## src/rtl/sprite_pkg.sv

```systemverilog
// Shared types and helpers for the per-scanline sprite mapper.
// Geometry (coordinate width, ID width, sprite edge) is fixed here so the
// table and slot structs have concrete widths. The optional per-sprite
// horizontal flip is enabled by defining SPRITE_MAPPER_FLIP_EN.
package sprite_pkg;

  localparam int COORD_W     = 10;
  localparam int ID_W        = 4;
  localparam int SPRITE_SIZE = 32;                 // power of two
  localparam int LOG2        = $clog2(SPRITE_SIZE);

  localparam logic [ID_W-1:0] TRANSPARENT_ID = '1;

  typedef enum logic [1:0] {
    IDLE,
    CLEAR,
    SCAN,
    COMMIT
  } scan_state_t;

  // One sprite table entry (top-left corner plus ID)
  typedef struct packed {
    logic [COORD_W-1:0] x;
    logic [COORD_W-1:0] y;
    logic [ID_W-1:0]    id;
`ifdef SPRITE_MAPPER_FLIP_EN
    logic               flip;
`endif
  } sprite_entry_t;

  // One per-line slot: horizontal position plus the row already resolved
  typedef struct packed {
    logic               valid;
    logic [COORD_W-1:0] x;
    logic [LOG2-1:0]    row;
    logic [ID_W-1:0]    id;
`ifdef SPRITE_MAPPER_FLIP_EN
    logic               flip;
`endif
  } slot_t;

  // Unsigned coordinates subtracted as COORD_W+1-bit signed, so an object
  // above/left of the probe point yields a negative result instead of wrapping.
  function automatic logic [COORD_W:0] coord_diff(input logic [COORD_W-1:0] a,
                                                  input logic [COORD_W-1:0] b);
    return {1'b0, a} - {1'b0, b};
  endfunction

  // True when 0 <= d < SPRITE_SIZE
  function automatic logic in_span(input logic [COORD_W:0] d);
    return !d[COORD_W] && (d[COORD_W-1:0] < COORD_W'(SPRITE_SIZE));
  endfunction

endpackage

```

## src/rtl/sprite_slot_match.sv

```systemverilog
// Horizontal hit test for one active slot: reports whether DrawX falls inside
// the sprite and the column offset within it.
module sprite_slot_match
  import sprite_pkg::*;
(
  input  logic               valid,
  input  logic [COORD_W-1:0] slot_x,
  input  logic [COORD_W-1:0] draw_x,
  output logic               hit,
  output logic [LOG2-1:0]    dx_lo
);

  logic [COORD_W:0] dx;

  // Signed column offset and range check
  always_comb begin
    dx    = coord_diff(draw_x, slot_x);
    hit   = valid && in_span(dx);
    dx_lo = dx[LOG2-1:0];
  end

endmodule

```

## src/rtl/sprite_line_mapper.sv

```systemverilog
// Per-scanline sprite mapper.
// During hblank a scan walks the sprite table one entry per cycle and stages
// up to SLOTS sprites that cover the next line; COMMIT publishes them to the
// active slots in one cycle so the visible line never tears. During active
// video each DrawX is resolved against the active slots with fixed priority
// (lowest slot = lowest table index) and registered to the outputs.
// Optional feature macro: SPRITE_MAPPER_FLIP_EN adds wr_flip and mirrors
// the column offset of flipped sprites.
module sprite_line_mapper
  import sprite_pkg::*;
#(
  parameter int NUM_SPRITES = 16,
  parameter int SLOTS       = 8
) (
  input  logic                           Clk,
  input  logic                           Reset,
  input  logic                           wr_en,
  input  logic [$clog2(NUM_SPRITES)-1:0] wr_idx,
  input  logic [COORD_W-1:0]             wr_x,
  input  logic [COORD_W-1:0]             wr_y,
  input  logic [ID_W-1:0]                wr_id,
`ifdef SPRITE_MAPPER_FLIP_EN
  input  logic                           wr_flip,
`endif
  input  logic                           line_start,
  input  logic [COORD_W-1:0]             next_y,
  input  logic [COORD_W-1:0]             DrawX,
  output logic                           scan_busy,
  output logic                           overflow,
  output logic [ID_W-1:0]                spriteIDOut,
  output logic [LOG2-1:0]                sPosXOut,
  output logic [LOG2-1:0]                sPosYOut
);

  localparam int IDX_W  = $clog2(NUM_SPRITES);
  localparam int CNT_W  = $clog2(SLOTS + 1);
  localparam int SLOT_W = (SLOTS > 1) ? $clog2(SLOTS) : 1;

  sprite_entry_t table_q [NUM_SPRITES];
  sprite_entry_t table_d [NUM_SPRITES];

  scan_state_t        state_q, state_d;
  logic [IDX_W-1:0]   scan_idx_q, scan_idx_d;
  logic [COORD_W-1:0] line_y_q, line_y_d;
  logic [CNT_W-1:0]   hit_cnt_q, hit_cnt_d;
  logic               staging_ovf_q, staging_ovf_d;
  logic               overflow_q, overflow_d;
  slot_t              staging_q [SLOTS];
  slot_t              staging_d [SLOTS];
  slot_t              active_q  [SLOTS];
  slot_t              active_d  [SLOTS];

  logic [ID_W-1:0]    pix_id_q, pix_id_d;
  logic [LOG2-1:0]    pix_x_q, pix_x_d;
  logic [LOG2-1:0]    pix_y_q, pix_y_d;

  sprite_entry_t      cur_entry;
  logic [COORD_W:0]   dy;
  logic               scan_hit;
  slot_t              new_slot;

  logic [SLOTS-1:0]   slot_hit;
  logic [LOG2-1:0]    slot_dx [SLOTS];

  // Table write port: an entry is visible to the scanner the cycle after wr_en
  always_comb begin
    table_d = table_q;
    if (wr_en) begin
      table_d[wr_idx].x  = wr_x;
      table_d[wr_idx].y  = wr_y;
      table_d[wr_idx].id = wr_id;
`ifdef SPRITE_MAPPER_FLIP_EN
      table_d[wr_idx].flip = wr_flip;
`endif
    end
  end

  // Scan FSM: next state, staging fill and commit to the active slots
  always_comb begin
    state_d       = state_q;
    scan_idx_d    = scan_idx_q;
    line_y_d      = line_y_q;
    hit_cnt_d     = hit_cnt_q;
    staging_d     = staging_q;
    staging_ovf_d = staging_ovf_q;
    active_d      = active_q;
    overflow_d    = overflow_q;

    cur_entry = table_q[scan_idx_q];
    dy        = coord_diff(line_y_q, cur_entry.y);
    scan_hit  = (cur_entry.id != TRANSPARENT_ID) && in_span(dy);

    new_slot       = '0;
    new_slot.valid = 1'b1;
    new_slot.x     = cur_entry.x;
    new_slot.row   = dy[LOG2-1:0];
    new_slot.id    = cur_entry.id;
`ifdef SPRITE_MAPPER_FLIP_EN
    new_slot.flip  = cur_entry.flip;
`endif

    if (line_start) begin
      // A new pulse always restarts; active slots are left untouched
      state_d  = CLEAR;
      line_y_d = next_y;
    end else begin
      case (state_q)
        IDLE: begin
          state_d = IDLE;
        end
        CLEAR: begin
          for (int k = 0; k < SLOTS; k++) begin
            staging_d[k] = '0;
          end
          hit_cnt_d     = '0;
          staging_ovf_d = 1'b0;
          scan_idx_d    = '0;
          state_d       = SCAN;
        end
        SCAN: begin
          if (scan_hit) begin
            if (hit_cnt_q < CNT_W'(SLOTS)) begin
              staging_d[hit_cnt_q[SLOT_W-1:0]] = new_slot;
              hit_cnt_d = hit_cnt_q + CNT_W'(1);
            end else begin
              staging_ovf_d = 1'b1;
            end
          end
          if (scan_idx_q == IDX_W'(NUM_SPRITES - 1)) begin
            state_d = COMMIT;
          end else begin
            scan_idx_d = scan_idx_q + IDX_W'(1);
          end
        end
        COMMIT: begin
          active_d   = staging_q;
          overflow_d = staging_ovf_q;
          state_d    = IDLE;
        end
        default: begin
          state_d = IDLE;
        end
      endcase
    end
  end

  // Horizontal hit test, one matcher per active slot
  generate
    for (genvar gi = 0; gi < SLOTS; gi++) begin : g_match
      sprite_slot_match u_match (
        .valid  (active_q[gi].valid),
        .slot_x (active_q[gi].x),
        .draw_x (DrawX),
        .hit    (slot_hit[gi]),
        .dx_lo  (slot_dx[gi])
      );
    end
  endgenerate

  // Priority pick: walk from the highest slot down so the lowest hit wins
  always_comb begin
    pix_id_d = TRANSPARENT_ID;
    pix_x_d  = '0;
    pix_y_d  = '0;
    for (int k = SLOTS - 1; k >= 0; k--) begin
      if (slot_hit[k]) begin
        pix_id_d = active_q[k].id;
        pix_y_d  = active_q[k].row;
`ifdef SPRITE_MAPPER_FLIP_EN
        pix_x_d  = active_q[k].flip ? (LOG2'(SPRITE_SIZE - 1) - slot_dx[k]) : slot_dx[k];
`else
        pix_x_d  = slot_dx[k];
`endif
      end
    end
  end

  // State registers with synchronous reset
  always_ff @(posedge Clk) begin
    if (Reset) begin
      for (int k = 0; k < NUM_SPRITES; k++) begin
        table_q[k]    <= '0;
        table_q[k].id <= TRANSPARENT_ID;
      end
      for (int k = 0; k < SLOTS; k++) begin
        staging_q[k] <= '0;
        active_q[k]  <= '0;
      end
      state_q       <= IDLE;
      scan_idx_q    <= '0;
      line_y_q      <= '0;
      hit_cnt_q     <= '0;
      staging_ovf_q <= 1'b0;
      overflow_q    <= 1'b0;
      pix_id_q      <= TRANSPARENT_ID;
      pix_x_q       <= '0;
      pix_y_q       <= '0;
    end else begin
      table_q       <= table_d;
      staging_q     <= staging_d;
      active_q      <= active_d;
      state_q       <= state_d;
      scan_idx_q    <= scan_idx_d;
      line_y_q      <= line_y_d;
      hit_cnt_q     <= hit_cnt_d;
      staging_ovf_q <= staging_ovf_d;
      overflow_q    <= overflow_d;
      pix_id_q      <= pix_id_d;
      pix_x_q       <= pix_x_d;
      pix_y_q       <= pix_y_d;
    end
  end

  assign scan_busy   = (state_q != IDLE);
  assign overflow    = overflow_q;
  assign spriteIDOut = pix_id_q;
  assign sPosXOut    = pix_x_q;
  assign sPosYOut    = pix_y_q;

endmodule
```

## config.mk

```make
export PLATFORM = sky130hd
export DESIGN_NAME = sprite_line_mapper
export DESIGN_NICKNAME = d
export VERILOG_FILES = /design/src/rtl/sprite_pkg.sv /design/src/rtl/sprite_slot_match.sv /design/src/rtl/sprite_line_mapper.sv
export SDC_FILE = /design/constraint.sdc
export NUM_CORES = 2
export LEC_CHECK = 0
export BUFFER_PORTS_ARGS = -buffer_cell sky130_fd_sc_hd__buf_2
export CAP_MARGIN = 25
export CORE_UTILIZATION = 35
export CTS_CLUSTER_DIAMETER = 200
export DETAILED_ROUTE_END_ITERATION = 6
export MAX_ROUTING_LAYER = met4
export PLACE_DENSITY_LB_ADDON = 0.3
export SKIP_CTS_REPAIR_TIMING = 1
export SLEW_MARGIN = 10
export SYNTH_ARGS = -nofsm -noshare
export SYNTH_HDL_FRONTEND = slang
export SYNTH_SLANG_ARGS = --single-unit
```

## constraint.sdc

```tcl
create_clock -name Clk -period 5.95 [get_ports Clk]
set_input_delay 0 -clock Clk [delete_from_list [all_inputs] [get_ports Clk]]
set_output_delay 0 -clock Clk [all_outputs]
set_load 0.005 [all_outputs]
```

== Word level (Yosys, flattened, before mapping) ==
Cells that the tools add are included.

* Register bits: 740
* Output and inout bits: 16
* Logic and storage cells: 254
* Bits of input ports: 52

* $lt $le $gt $ge: 15
* Equal/unequal tests: 11
* Reduce and logical (&&, ||, !) cells: 38
* Multiplexer cells: 53
* Add/sub/neg operators: 11
* Bitwise operators: 4

{| class="wikitable"
|+ Operators with widths
! kind !! count
|-
| 384-bit bitwise mux || 3
|-
| 160-bit two-way mux || 2
|-
| 160-bit case mux with 2 select lines || 1
|-
| 24-bit demux with 4-bit select || 3
|-
| 160-bit bitwise mux || 1
|-
| 10-bit by 10-bit subtractor with 11-bit output || 9
|-
| 24-bit binary-select mux with 4-bit select || 1
|-
| 10-bit by 6-bit less-than comparator with 1-bit output (second input constant) || 9
|-
| 5-bit two-way mux || 16
|-
| 24-bit two-way mux || 3
|-
| 20-bit demux with 3-bit select || 1
|-
| 4-bit two-way mux || 12
|-
| 1-bit logical AND || 20
|-
| 20-bit two-way mux || 1
|-
| 4-bit case mux with 2 select lines || 2
|-
| 14-bit two-way mux || 1
|-
| 5-bit greater-or-equal comparator (second input constant) || 2
|-
| 2-bit inequality test (second input constant) || 5
|-
| 4-bit NOT with 5-bit output || 2
|-
| 1-bit zero test || 9
|-
| 4-bit by 1-bit adder with 4-bit output (second input constant) || 2
|-
| 4-bit AND reduction || 2
|-
| 2-bit case mux with 3 select lines || 1
|-
| 5-bit by 1-bit less-than comparator with 1-bit output (second input constant) || 1
|-
| 18 further kinds || 23
|}

== Logic depth before layout (Yosys ltp) ==
* Word-level depth: 12
* Gate-level depth with buffers: 23
* Depth with buffers taken out: 14

== By module ==
Synthesis repeated with hierarchy kept, for this count alone.

* Cells, all modules: 4100
* Area total of the unflattened synthesis: 34038.9 µm²

{| class="wikitable"
|+ Modules (own cells, without submodules)
! module !! sequential area each (µm²) !! times used !! cells an instance !! area an instance (µm²)
|-
| sprite_line_mapper || 14814.2 || 1 || 3530 || 30002.5
|-
| sprite_slot_match at g_match[0].u_match ... || 0.0 || 7 || 72 || 504.2
|-
| sprite_slot_match at g_match[7].u_match || 0.0 || 1 || 66 || 506.7
|}

== Worst setup path before layout ==
Ideal clock, no wire load.

* Path type: register to register
* Start: reg scan_idx_q[0]
* End: reg staging_q[110] (netlist name)
* Stages on the path, launching flop included: 21
* Slack: 0.571 ns
* Buffers on the path: 7
* Period minus slack after synthesis: 5.379 ns
* Setup time: 0.117 ns
* Required time: 5.833 ns
* Data arrival time: 5.262 ns
* Path through: dfxtp_1 -> buf_6 -> buf_4 -> buf_2 -> buf_2 -> buf_1 -> mux4_2 -> mux4_2 -> inv_1 -> ha_1 -> a21o_1 -> a2111oi_0 -> a21bo_2 -> a21oi_1 -> o22ai_1 -> nor4_4 -> nor2b_1 -> buf_4 -> o21ai_2 -> buf_4 -> a22o_1

* Cells in the longest elaborated chain, start to end: 10
* Elaborated cells on any way between the ends: 16
* Those cells by class: add/sub (1); order compare (1); eq/ne (2); mux (7); bitwise (1); reduce/logical (4)

{| class="wikitable"
|+ Ends and longest elaborated chain
! what !! line !! text
|-
| from (decl) || sprite_line_mapper.sv:43 || <nowiki>logic [IDX_W-1:0] scan_idx_q, scan_idx_d;</nowiki>
|-
| from (signal assigned) || sprite_line_mapper.sv:203 || <nowiki>scan_idx_q <= scan_idx_d;</nowiki>
|-
| 4-bit NOT with 5-bit output (implied by the code) * || sprite_line_mapper.sv:89 || <nowiki>cur_entry = table_q[scan_idx_q];</nowiki>
|-
| 24-bit binary-select mux with 4-bit select * || sprite_line_mapper.sv:89 ||
|-
| 24-bit two-way mux (implied by the code) * (2 in series) || sprite_line_mapper.sv:89 ||
|-
| 10-bit by 10-bit subtractor with 11-bit output || sprite_pkg.sv:46 || <nowiki>return {1'b0, a} - {1'b0, b};</nowiki>
|-
| 10-bit by 6-bit less-than comparator with 1-bit output / 1-bit zero test (equally long branches) || sprite_pkg.sv:51 || <nowiki>return !d[COORD_W] && (d[COORD_W-1:0] < COORD_W'(SPRITE_SIZE));</nowiki>
|-
| 1-bit logical AND || sprite_pkg.sv:51 ||
|-
| 1-bit logical AND || sprite_line_mapper.sv:91 || <nowiki>scan_hit = (cur_entry.id != TRANSPARENT_ID) && in_span(dy);</nowiki>
|-
| 2-bit inequality test (no source line) || -- ||
|-
| 4-bit AND reduction (no source line) || -- ||
|-
| to (signal assigned) || sprite_line_mapper.sv:200 || <nowiki>staging_q <= staging_d;</nowiki>
|-
| to (decl) || sprite_line_mapper.sv:48 || <nowiki>slot_t staging_q [SLOTS];</nowiki>
|}

Mark *: on every way between the ends. The rest lies on a longest branch, timed or not. The select of a mux whose other input is x is not followed.
A chain may end at the register's enable or synchronous reset.

== Worst setup path after layout ==
* Start: reg scan_idx_q[0]
* End: reg staging_q[82] (netlist name)

Same word-level chain as after synthesis.

==> impl_metrics.py <==
metrics = {
    "setup_path": {
        "cp-end-kind": "flop",
        "crit_fanout": 33,
        "crit_required_ns": 6.52,
        "cp_slowest_cell": "dfxtp_4",
        "cpMostUsedCell": "mux4_2",
        "path_buf_inv": 1,
        "cpLargestDelayFamily": "simple AND/OR/NAND/NOR gates",
        "crit_type": "flop to flop",
        "cp_cell_sequence": "mux4_2 -> mux4_2 -> inv_1 -> ha_1 -> nand2b_1 -> a2111oi_0 -> a21bo_2 -> a21oi_1 -> o22ai_1 -> nor4_4 -> and2_1 -> and3_1 -> a22o_1",
        "critPathArrivalTime_ns": 6.00,
        "cp-start-kind": "flop",
        "cpPeakStageDelay_ns": 0.75,
    },
    "clocking": {
        "numCtsBuffers": 78,
        "cts_tree": "done",
        "clockBufferDepth": 3,
        "clock-sinks": 740,
        "root_buffer": "clkbuf_16",
        "h-tree-depth": 3,
        "clk_latency_ns": 0.66,
        "clk_pin_slew_worst_paths_ns": 0.07,
    },
    "global_route": {
        "grt_pass1_vias": 25800,
        "grt_antenna_before_repair": 3,
        "grt.total_usage_pct": 22.3,
        "grt_overflow_total": 0,
        "grt_start_max_net_pins": 190,
        "grt_first_pass_wirelength_mm": 162,
    },
    "yosys": {
        "syn_inst": 3920,
        "synth.distinct_cells": 80,
        "synth_ff_type": "dfxtp_1",
        "synth_edf_count": 0,
        "async_flop_share_pct": 0,
        "avgSynthCellArea_um2": 8.57,
        "syn_nets": 4076,
        "synth_top_area_cell": "dfxtp_1",
        "ys_top_cells_by_area": "dfxtp_1, nand2_1, mux4_2",
        "ys_seq_area_share_pct": 44.1,
        "netlist_area_um2": 33600,
        "ys_ff_latch": 740,
        "yosysWarningCount": 0,
        "yosysTopAreaCellShare_pct": 44.1,
    },
    "timing": {
        "fin_crit_sh_pct": 91.3,
        "skew_ns": 0.0377,
        "max_freq_mhz": 184,
        "setup_ws_ns": 0.518,
        "setup_tns_ns": 0,
        "hold_viol_final": 0,
        "max-slew-margin-rel_pct": 28.8,
        "max_slew.worst_pin.slew_ns": 1.07,
        "min_period_ns": 5.43,
        "setup_viol": 0,
        "hold-worst-slack_ns": 0.0782,
        "rsz0062_at_grt": "false",
        "finalMaxSlewViolations": 0,
    },
    "routing": {
        "routed_wl_mm": 108,
        "wl_per_cell_um": 20.8,
        "drt_iter0_markers": 2542,
        "drc": 0,
        "drtAntennaViolNets": 0,
        "drt_first_pass_iters": 6,
        "dr_total_vias": 27900,
        "routed_via_density": 5.37,
    },
    "run": {
        "cap_violations": 0,
    },
    "die": {
        "die_h_um": 312,
        "initial_core_util_pct": 35.4,
        "die_w_um": 312,
        "core_area_um2": 95000,
        "rows": 113,
        "dieArea_um2": 97200,
        "ios": 68,
    },
    "pwr": {
        "irDropWorstVdd_mv": 0.237,
        "p_leak_uw": 0.0130,
        "pwr_density_cell_nw_per_um2": 282,
    },
    "cells_and_area": {
        "nets": 4036,
        "drive_gt1_share_pct": 11.3,
        "syn_to_final_growth_pct": 12.9,
    },
    "placed_design": {
        "port_buffers": 67,
        "routabilityCongestion": 0.845,
        "dpl.hpwl_mm": 67.3,
        "pre_cts_slack_ns": 0.599,
    },
    "status": {
        "status": "finished clean",
    },
    "hold_path": {
        "hold_class": "input pin to flop",
    },
}
==> per-layer routing <==
| layer | wire length, µm | up-vias | global-route usage, % | share of wire [%] |
|---|---|---|---|---|
| li1 | - | 13400 | - | - |
| met1 | 50300 | 13500 | 31.0 | 46 |
| met2 | 48300 | 826 | 33.3 | 45 |
| met3 | 6040 | 217 | 2.99 | 5.6 |
| met4 | 3550 | 0 | 7.51 | 3.3 |
| met5 | 0 | - | - | 0 |
==> per-stage QoR <==
step,cells,total power [µW],cell area (µm²),utilization (%)
3_5_place_dp,5021,5770,34900,36.7
3_3_place_gp,5013,5770,34800,36.7
4_1_cts,5157,10700,37500,39.5
5_1_grt,5202,11000,37900,39.9
2_1_floorplan,3920,5570,33600,-
6_report,5204,10700,37900,39.9
==> where the power goes <==
group	total, µW	switching (µW)	leakage [µW]	internal (µW)
Sequential	5020	25.8	0.00597	4990
Combinational	676	454	0.00580	221
Clock	4990	2120	0.00126	2870
==> final cells by class <==
class / count / area [µm²]
Sequential cell: 740 / 14800
Antenna cell: 3 / 7.51
Clock buffer: 110 / 2210
Fill cell: 9616 / 57100
Timing Repair Buffer: 180 / 1350
Tap cell: 1265 / 1580
Clock inverter: 26 / 365
Inverter: 127 / 477
Multi-Input combinational cell: 2753 / 17100
==> tightest hold or removal path: cells and delay by family <==
kind            cells  cell delay [ns]
compound gates      1             0.05
simple gates        3             0.50
buf+inv             1             0.13
==> logic make-up after synthesis <==
logic type,Yosys count,synth area share (%)
compound gates,942,17.5
xor+xnor,24,0.626
fa+ha+maj,104,4.07
buf+inv,427,5.24
flops,740,44.1
mux,142,8.79
simple gates,1541,19.7
==> path summary, 6_finish.rpt <==
check / from / to / slack [ns] / cells after the start
hold / removal: wr_en / table_q[17] / 0.08 / 5
setup reg to reg: scan_idx_q[0] / staging_q[82] / 0.52 / 13
setup / recovery: scan_idx_q[0] / staging_q[82] / 0.52 / 13
hold reg to reg: active_q[86] / active_q[86] / 0.45 / 2
==> synth_stat cells (all sizes together), types with 19 or more instances <==
library cell / count
nand2: 1155
dfxtp: 740
a21oi: 548
clkbuf: 231
inv: 127
mux4: 122
nor2: 108
a22o: 104
ha: 95
o21ai: 75
nand3b: 71
buf: 69
nor2b: 49
o2bb2ai: 35
nand2b: 29
nor3: 26
a211oi: 19
nand3: 19
o21a: 19
==> sequential cells by signal (all words and copies together), names as in the netlist, 5 cells and up <==
register,cells
table_q,384
active_q,160
staging_q,160
line_y_q,10
sPosXOut,5
sPosYOut,5
==> cell usage in the layout, fill, tap and decap left out, types with 12 or more instances in the layout <==
master,synthesis,routed
nand2_1,1154,1145
dfxtp_1,740,736
a21oi_1,548,548
inv_1,127,127
mux4_2,122,122
a22o_1,104,104
nor2_1,108,96
ha_1,95,95
clkbuf_16,0,78
nand3b_1,71,71
buf_2,12,66
buf_4,16,66
o21ai_0,66,65
nor2b_1,49,48
dlygate4sd3_1,0,43
o2bb2ai_1,35,35
nand2b_1,29,29
nor3_1,26,21
nand3_1,19,19
a211oi_1,19,19
o21a_1,19,19
clkbuf_1,231,18
mux2i_1,17,17
xnor2_1,17,17
a32o_1,17,17
o211ai_1,17,17
and3_1,15,15
clkbuf_8,0,14
a21o_1,13,13
nor2_2,0,12
o31ai_1,12,12
(Power assumes the default switching activity.)
